### src/rtl/token_encoder_pkg.sv
// Shared state encoding, NUL constant and ASCII case-folding helper for the token encoder.
package token_encoder_pkg;

  typedef enum logic [2:0] {
    IDLE, WSTART, REQ, CHK, SKIPV, SKIPW, EMIT, FINISH
  } state_t;

  // Characters are widened to this width before folding so one helper serves any DATA_WIDTH.
  localparam int CHAR_MAX_W = 32;
  localparam logic [CHAR_MAX_W-1:0] NUL = '0;

  function automatic logic [CHAR_MAX_W-1:0] fold_char(input logic [CHAR_MAX_W-1:0] c,
                                                      input logic en);
    logic [CHAR_MAX_W-1:0] r;
    r = c;
    if (en && (c >= 32'd65) && (c <= 32'd90)) r = c + 32'd32;
    return r;
  endfunction

endpackage

### src/rtl/char_cmp.sv
// Combinational character comparator with optional ASCII case folding.
// Latency: 0 cycles; no backpressure (pure logic).
module char_cmp import token_encoder_pkg::*; #(
  parameter int DATA_WIDTH = 8,
  parameter int CASE_FOLD  = 0
) (
  input  logic [DATA_WIDTH-1:0] i_a,
  input  logic [DATA_WIDTH-1:0] i_b,
  output logic                  o_eq,
  output logic                  o_both_zero
);

  logic [CHAR_MAX_W-1:0] w_a;
  logic [CHAR_MAX_W-1:0] w_b;

  assign w_a         = fold_char(CHAR_MAX_W'(i_a), CASE_FOLD != 0);
  assign w_b         = fold_char(CHAR_MAX_W'(i_b), CASE_FOLD != 0);
  assign o_eq        = (w_a == w_b);
  assign o_both_zero = (w_a == NUL) && (w_b == NUL);

endmodule

### src/rtl/token_encoder.sv
// Maps each NUL-delimited input word to its vocabulary ordinal (or UNK_ID) and writes it out.
// Latency: 2 cycles per compared char, 1-cycle emit; no backpressure, start ignored while busy.
module token_encoder import token_encoder_pkg::*; #(
  parameter int DATA_WIDTH     = 8,
  parameter int IN_ADDR_WIDTH  = 8,
  parameter int VOC_ADDR_WIDTH = 10,
  parameter int OUT_ADDR_WIDTH = 6,
  parameter int TOK_WIDTH      = 8,
  parameter int UNK_ID         = 2**TOK_WIDTH - 1,
  parameter int CASE_FOLD      = 0
) (
  input  logic                      clk,
  input  logic                      rst,
  input  logic                      i_start,
  output logic                      o_busy,
  output logic                      o_done,
  output logic                      o_overflow,
  output logic [OUT_ADDR_WIDTH:0]   o_token_count,
  output logic [IN_ADDR_WIDTH-1:0]  o_in_addr,
  input  logic [DATA_WIDTH-1:0]     i_in_data,
  output logic [VOC_ADDR_WIDTH-1:0] o_voc_addr,
  input  logic [DATA_WIDTH-1:0]     i_voc_data,
  output logic                      o_out_we,
  output logic [OUT_ADDR_WIDTH-1:0] o_out_addr,
  output logic [TOK_WIDTH-1:0]      o_out_data
);

  // Pointers carry spare high bits so a read past the end of either memory is detectable.
  localparam int PW = ((IN_ADDR_WIDTH > VOC_ADDR_WIDTH) ? IN_ADDR_WIDTH : VOC_ADDR_WIDTH) + 2;
  localparam logic [OUT_ADDR_WIDTH:0] CAP = {1'b1, {OUT_ADDR_WIDTH{1'b0}}};
  localparam logic [TOK_WIDTH-1:0]    UNK = TOK_WIDTH'(UNK_ID);

  state_t                      r_state;
  logic [PW-1:0]               r_wp, r_vp, r_k, r_a, r_wp_next;
  logic [TOK_WIDTH-1:0]        r_tok, r_id, r_out_data;
  logic [OUT_ADDR_WIDTH:0]     r_op;
  logic [OUT_ADDR_WIDTH-1:0]   r_out_addr;
  logic [IN_ADDR_WIDTH-1:0]    r_in_addr;
  logic [VOC_ADDR_WIDTH-1:0]   r_voc_addr;
  logic                        r_ph, r_busy, r_done, r_ovf, r_out_we;

  logic [PW-1:0] w_in_inc, w_voc_inc, w_a_inc;
  logic          w_wp_bad, w_in_inc_bad, w_voc_inc_bad, w_a_in_bad, w_a_voc_bad;
  logic          w_eq, w_both_zero, w_in_zero, w_voc_zero, w_voc_end;

  char_cmp #(.DATA_WIDTH(DATA_WIDTH), .CASE_FOLD(CASE_FOLD)) u_cmp (
    .i_a        (i_in_data),
    .i_b        (i_voc_data),
    .o_eq       (w_eq),
    .o_both_zero(w_both_zero)
  );

  assign w_in_inc      = r_wp + r_k + PW'(1);
  assign w_voc_inc     = r_vp + r_k + PW'(1);
  assign w_a_inc       = r_a + PW'(1);
  assign w_wp_bad      = |(r_wp >> IN_ADDR_WIDTH);
  assign w_in_inc_bad  = |(w_in_inc >> IN_ADDR_WIDTH);
  assign w_voc_inc_bad = |(w_voc_inc >> VOC_ADDR_WIDTH);
  assign w_a_in_bad    = |(w_a_inc >> IN_ADDR_WIDTH);
  assign w_a_voc_bad   = |(w_a_inc >> VOC_ADDR_WIDTH);
  assign w_in_zero     = (i_in_data == '0);
  assign w_voc_zero    = (i_voc_data == '0);
  assign w_voc_end     = w_voc_zero || (r_tok >= UNK);

  always_ff @(posedge clk) begin
    if (rst) begin
      r_state <= IDLE;
      r_wp <= '0; r_vp <= '0; r_k <= '0; r_a <= '0; r_wp_next <= '0;
      r_tok <= '0; r_id <= '0; r_op <= '0; r_ph <= 1'b0;
      r_busy <= 1'b0; r_done <= 1'b0; r_ovf <= 1'b0; r_out_we <= 1'b0;
      r_out_addr <= '0; r_out_data <= '0; r_in_addr <= '0; r_voc_addr <= '0;
    end else begin
      r_out_we <= 1'b0;
      r_done   <= 1'b0;
      case (r_state)
        IDLE: if (i_start) begin
          r_busy <= 1'b1; r_ovf <= 1'b0; r_op <= '0; r_wp <= '0;
          r_state <= WSTART;
        end
        WSTART: begin
          r_vp <= '0; r_tok <= '0; r_k <= '0;
          if (w_wp_bad) begin r_ovf <= 1'b1; r_state <= FINISH; end
          else begin
            r_in_addr <= r_wp[IN_ADDR_WIDTH-1:0]; r_voc_addr <= '0; r_state <= REQ;
          end
        end
        REQ: r_state <= CHK;
        CHK: begin
          if (r_k == '0 && w_in_zero) r_state <= FINISH;
          else if (r_k == '0 && w_voc_end) begin
            r_id <= UNK; r_a <= r_wp; r_in_addr <= r_wp[IN_ADDR_WIDTH-1:0];
            r_ph <= 1'b0; r_state <= SKIPW;
          end else if (w_both_zero) begin
            r_id <= r_tok; r_wp_next <= w_in_inc; r_state <= EMIT;
          end else if (w_eq) begin
            if (w_in_inc_bad || w_voc_inc_bad) begin r_ovf <= 1'b1; r_state <= FINISH; end
            else begin
              r_k <= r_k + PW'(1);
              r_in_addr <= w_in_inc[IN_ADDR_WIDTH-1:0];
              r_voc_addr <= w_voc_inc[VOC_ADDR_WIDTH-1:0];
              r_state <= REQ;
            end
          end else if (w_voc_inc_bad) begin r_ovf <= 1'b1; r_state <= FINISH; end
          else if (w_voc_zero) begin
            // Entry was a proper prefix of the word: restart on the next entry.
            r_vp <= w_voc_inc; r_k <= '0; r_tok <= r_tok + 1'b1;
            r_in_addr <= r_wp[IN_ADDR_WIDTH-1:0];
            r_voc_addr <= w_voc_inc[VOC_ADDR_WIDTH-1:0];
            r_state <= REQ;
          end else begin
            r_a <= w_voc_inc; r_voc_addr <= w_voc_inc[VOC_ADDR_WIDTH-1:0];
            r_ph <= 1'b0; r_state <= SKIPV;
          end
        end
        SKIPV: begin
          if (!r_ph) r_ph <= 1'b1;
          else if (w_a_voc_bad) begin r_ovf <= 1'b1; r_state <= FINISH; end
          else if (w_voc_zero) begin
            r_vp <= w_a_inc; r_tok <= r_tok + 1'b1; r_k <= '0;
            r_in_addr <= r_wp[IN_ADDR_WIDTH-1:0];
            r_voc_addr <= w_a_inc[VOC_ADDR_WIDTH-1:0];
            r_state <= REQ;
          end else begin
            r_a <= w_a_inc; r_voc_addr <= w_a_inc[VOC_ADDR_WIDTH-1:0]; r_ph <= 1'b0;
          end
        end
        SKIPW: begin
          if (!r_ph) r_ph <= 1'b1;
          else if (w_in_zero) begin r_wp_next <= w_a_inc; r_state <= EMIT; end
          else if (w_a_in_bad) begin r_ovf <= 1'b1; r_state <= FINISH; end
          else begin
            r_a <= w_a_inc; r_in_addr <= w_a_inc[IN_ADDR_WIDTH-1:0]; r_ph <= 1'b0;
          end
        end
        EMIT: begin
          if (r_op == CAP) begin r_ovf <= 1'b1; r_state <= FINISH; end
          else begin
            r_out_we <= 1'b1; r_out_addr <= r_op[OUT_ADDR_WIDTH-1:0]; r_out_data <= r_id;
            r_op <= r_op + 1'b1; r_wp <= r_wp_next; r_state <= WSTART;
          end
        end
        FINISH: begin
          r_done <= 1'b1; r_busy <= 1'b0; r_state <= IDLE;
        end
        default: r_state <= IDLE;
      endcase
    end
  end

  // A write pending from the previous cycle is suppressed if reset lands on it.
  assign o_out_we      = r_out_we & ~rst;
  assign o_out_addr    = r_out_addr;
  assign o_out_data    = r_out_data;
  assign o_busy        = r_busy;
  assign o_done        = r_done;
  assign o_overflow    = r_ovf;
  assign o_token_count = r_op;
  assign o_in_addr     = r_in_addr;
  assign o_voc_addr    = r_voc_addr;

endmodule

### config.mk
export PLATFORM = sky130hd
export DESIGN_NAME = token_encoder
export DESIGN_NICKNAME = d
export VERILOG_FILES = /design/src/rtl/token_encoder_pkg.sv /design/src/rtl/char_cmp.sv /design/src/rtl/token_encoder.sv
export SDC_FILE = /design/constraint.sdc
export NUM_CORES = 1
export LEC_CHECK = 0
export BUFFER_PORTS_ARGS = -buffer_cell sky130_fd_sc_hd__buf_2
export CORE_ASPECT_RATIO = 0.5
export CORE_MARGIN = 5
export CORE_UTILIZATION = 50
export DETAILED_ROUTE_END_ITERATION = 10
export GPL_ROUTABILITY_DRIVEN = 0
export GPL_TIMING_DRIVEN = 0
export PLACE_DENSITY = 0.8
export RECOVER_POWER = 50
export SLEW_MARGIN = 40
export SYNTH_ARGS = -nofsm -noshare
export SYNTH_HDL_FRONTEND = slang
export SYNTH_SLANG_ARGS = --single-unit
### constraint.sdc
create_clock -name clk -period 6.9 [get_ports clk]
set_clock_uncertainty 0.2 [all_clocks]
set_input_delay 0.345 -clock clk [delete_from_list [all_inputs] [get_ports clk]]
set_output_delay 0.345 -clock clk [all_outputs]
set_load 0.02 [all_outputs]
==> parameters.txt <==
Parameter                              Value

Worst setup path
  Critical path endpoint category    flip-flop
  CP required    7.00 ns
  Startpoint-to-endpoint class of the critical path    flip-flop to flip-flop
  Crit start category    flip-flop
  Arrival time of the worst setup path    4.40 ns
  Largest fanout of any net on the critical path    9
  Worst reg2reg path depth    13

Synthesis
  Mean cell area of the mapped netlist    7.78 um^2
  Post-synth ARST share    0
  Net Count, Synth    1020
  Number of enable flip-flop cells after synthesis    0
  Multiplexer area fraction after synthesis    0.0359
  Compound-Gate Fraction of Synth Area    0.258
  Arithmetic-cell share of the synthesized area counting full adders, half adders and majority gates    0.0516
  Synthesized-area fraction occupied by and/or/nand/nor cells    0.239
  Seq/Total Area, Yosys    0.326
  Most frequently used flop master after synthesis    dfxtp_1
  Largest family of logic cells by synthesized area    compound AO/OA/AOI/OAI gates
  Yosys warns    0
  Xor and xnor fraction of the mapped netlist area    0.0498
  Cells after synthesis    971
  Netlist area before placement    0.00756 mm^2
  Number of unique standard cell types used by synthesis    80
  Synth Register Bits    123

Global routing
  Met1 global-route usage    0.360
  Wire length of the first global-routing pass    39.7 mm
  Vias in the first global route    7634
  Global routing's busiest layer    met2
  Remaining global-route overflow    0
  Met2 global-route usage    0.402
  Initial antenna violation count    0
  Global-route usage over all layers    0.276
  Met3 Usage GRT    0.101
  Pin count of the biggest net entering global routing    17

CTS
  Clock tree from TritonCTS    yes
  Worst-skew pair later-pin latency    0.42 ns
  Worst-path clk slew    0.06 ns
  CTS H-tree lvls    4
  Number of gates resized after cts    0
  Number of setup buffers added after CTS    0
  Number of buffers created by CTS    17
  TritonCTS Sinks    123
  Bufs on Longest Clock Path    2
  Quantity of hold-fixing buffers added after cts    0
  Library cell used as clock root buffer    clkbuf_16

Final layout
  Number of antenna cells inserted    0
  Final core utilization    0.592
  Layout fillers    1313
  Fraction of final layout cells with drive strength greater than 1    0.0790
  Nets@finish    1099
  Post-route design area    0.00865 mm^2
  Area growth syn-to-layout    14.5%

Outcome
  Result of the run    complete, no violations

Min path
  Type of the most critical hold path    input port to flip-flop
  Number of stages on the worst hold path    4

STA
  Fin crit share    0.623
  Fin Setup TNS    0 ns
  Setup violators final    0
  Worst-Margin Slew    0.938 ns
  Max frequency    233 MHz
  RSZ-0062 raised after global routing    false
  Clock period minus worst slack    4.30 ns
  Final slew viol count    0
  Slew Limit Headroom    0.368
  Final Hold Fails    0

Routing
  Antenna-violating nets left    0
  Via/cell ratio    6.55
  DRC marker count from the first detailed-route iteration    1176
  DRC violation count after routing    0
  Post-detailed-route wirelength per cell    20.3 um
  Post-Route WL    25.6 mm
  Detailed-router iteration count before antenna repair    8
  Number of vias after detailed routing    8264

Floorplan
  Height of the die    96.9 um
  Core box area    0.0146 mm^2
  Initial Utilization    0.517
  Die area    0.0178 mm^2
  Number of rows in the core area    31
  IO Count    62
  Die outline width    184 um

Place
  Placed standard-cell area    0.00811 mm^2
  Count of port buffers added during placement    60
  Placed wire-length estimate    19.0 mm

Pwr
  Pwr Density    280 mW/mm^2
  Static Leak    0.00321 uW
  Peak ir drop on the vdd network    0.210 mV

Flow run
  Maxcap violations    0
worst max-delay path, stage by stage, from the launching register on:
cell	delay (ns)
dfxtp_1	0.35
inv_1	0.21
ha_1	0.30
inv_1	0.08
fa_1	0.41
a21oi_1	0.30
o2bb2ai_1	0.16
o2111ai_1	0.20
a31oi_1	0.13
xor2_1	0.22
nor4_4	0.66
o221ai_4	0.36
nor2_8	0.24
mux2_1	0.35
path summary, 6_finish.rpt:
path	from	endpoint	slack, ns
min reg2reg	r_id[3]	o_out_data[3]	0.25
max reg2reg	r_k[0]	o_voc_addr[3]	2.60
max	r_k[0]	o_voc_addr[3]	2.60
min	i_start	r_wp[6]	0.18
cells in the final DEF (no fill, tap or decap), types with 9 or more instances in the layout:
| master | n |
|---|---|
| and3_1 | 10 |
| nand2_1 | 124 |
| o21a_1 | 9 |
| nor3_1 | 34 |
| o21ai_0 | 44 |
| a21oi_1 | 82 |
| o211ai_1 | 9 |
| nand3_1 | 30 |
| nor2b_1 | 15 |
| nor4_1 | 11 |
| nor2_1 | 112 |
| a211oi_1 | 13 |
| a31oi_1 | 15 |
| buf_2 | 23 |
| ha_1 | 28 |
| xnor2_1 | 20 |
| or3_1 | 10 |
| clkbuf_1 | 92 |
| dfxtp_1 | 123 |
| a22o_1 | 18 |
| mux2i_1 | 19 |
| clkbuf_16 | 17 |
| xor2_1 | 23 |
| o22ai_1 | 9 |
| inv_1 | 19 |
routing by layer:
layer  part of all wire  vias up
li1                   -     3693
met1               0.39     3803
met3               0.15      148
met5             0.0014        -
met2               0.41      618
met4              0.050        2
logic make-up (layout without fill, tap and decap cells):
kind of cell,Yosys count,in the layout
flip-flops,123,123
AO/OA/AOI/OAI,287,287
buffers and inverters,76,168
XOR/XNOR,43,43
adder cells (fa/ha/maj),30,30
multiplexers,26,26
AND/OR/NAND/NOR,386,386
report_power, final:
part	switching [uW]	leakage (uW)	internal (uW)	total [uW]
logic	518	0.00193	217	736
clock network	357	0.000287	553	910
registers	32.0	0.000992	744	776
stage by stage:
| stage | worst slack, ns | hold slack [ns] | std cells | total power, uW |
|---|---|---|---|---|
| finish | 2.60 | 0.180 | 1261 | 2420 |
| global route | 2.48 | 0.221 | 1261 | 2490 |
| CTS | 2.85 | 0.173 | 1261 | 2380 |
| detailed placement | 2.90 | 0.243 | 1229 | 1490 |
| global placement | 2.95 | 0.240 | 1229 | 1470 |
| floorplan | 3.58 | 0.232 | 971 | 1290 |
layout make-up:
| type | count | area [um^2] | area share |
|---|---|---|---|
| tap | 198 | 248 | 0.0286 |
| clock buffer | 19 | 453 | 0.0523 |
| sequential | 123 | 2460 | 0.285 |
| clock inverter | 13 | 144 | 0.0166 |
| buffer | 56 | 221 | 0.0256 |
| timing repair buffer | 60 | 246 | 0.0285 |
| multi-input combinational | 772 | 4800 | 0.555 |
| inverter | 20 | 75.1 | 0.00867 |
cells in the mapped netlist (all sizes together) (4+ instances only):
master | instances | area [um^2]
o211ai | 9 | 67.6
a31oi | 15 | 93.8
nor2b | 15 | 93.8
xor2 | 23 | 201
nor3b | 4 | 30.0
nand4 | 5 | 31.3
dfxtp | 123 | 2460
o21ai | 49 | 249
o22ai | 9 | 56.3
nor3 | 36 | 196
and3 | 10 | 62.6
a211oi | 15 | 123
a21oi | 82 | 410
inv | 20 | 75.1
and2 | 9 | 56.3
mux2i | 20 | 204
nor2 | 114 | 447
clkbuf | 46 | 173
nor4 | 13 | 96.3
o2111ai | 6 | 52.6
a31o | 8 | 70.1
o21a | 9 | 67.6
buf | 10 | 50.1
a22oi | 8 | 60.1
or3 | 10 | 62.6
nand2b | 4 | 25.0
o31ai | 6 | 50.1
nand2 | 124 | 465
xnor2 | 20 | 175
a21o | 5 | 37.5
ha | 28 | 350
mux2 | 6 | 67.6
a22o | 18 | 158
nand3 | 30 | 150
o41ai | 5 | 43.8
o31a | 5 | 45.0
flip-flops by register name, summed over array words and instances (netlist names):
name           count
o_overflow         1
r_state            3
r_vp              12
o_busy             1
o_token_count      7
o_in_addr          8
r_wp_next         12
r_tok              8
o_out_data         8
o_done             1
r_k               12
r_id               8
r_ph               1
o_out_addr         6
r_a               12
o_voc_addr        10
r_wp              12
r_out_we           1
Note: power is estimated with default switching activity, not from simulation.
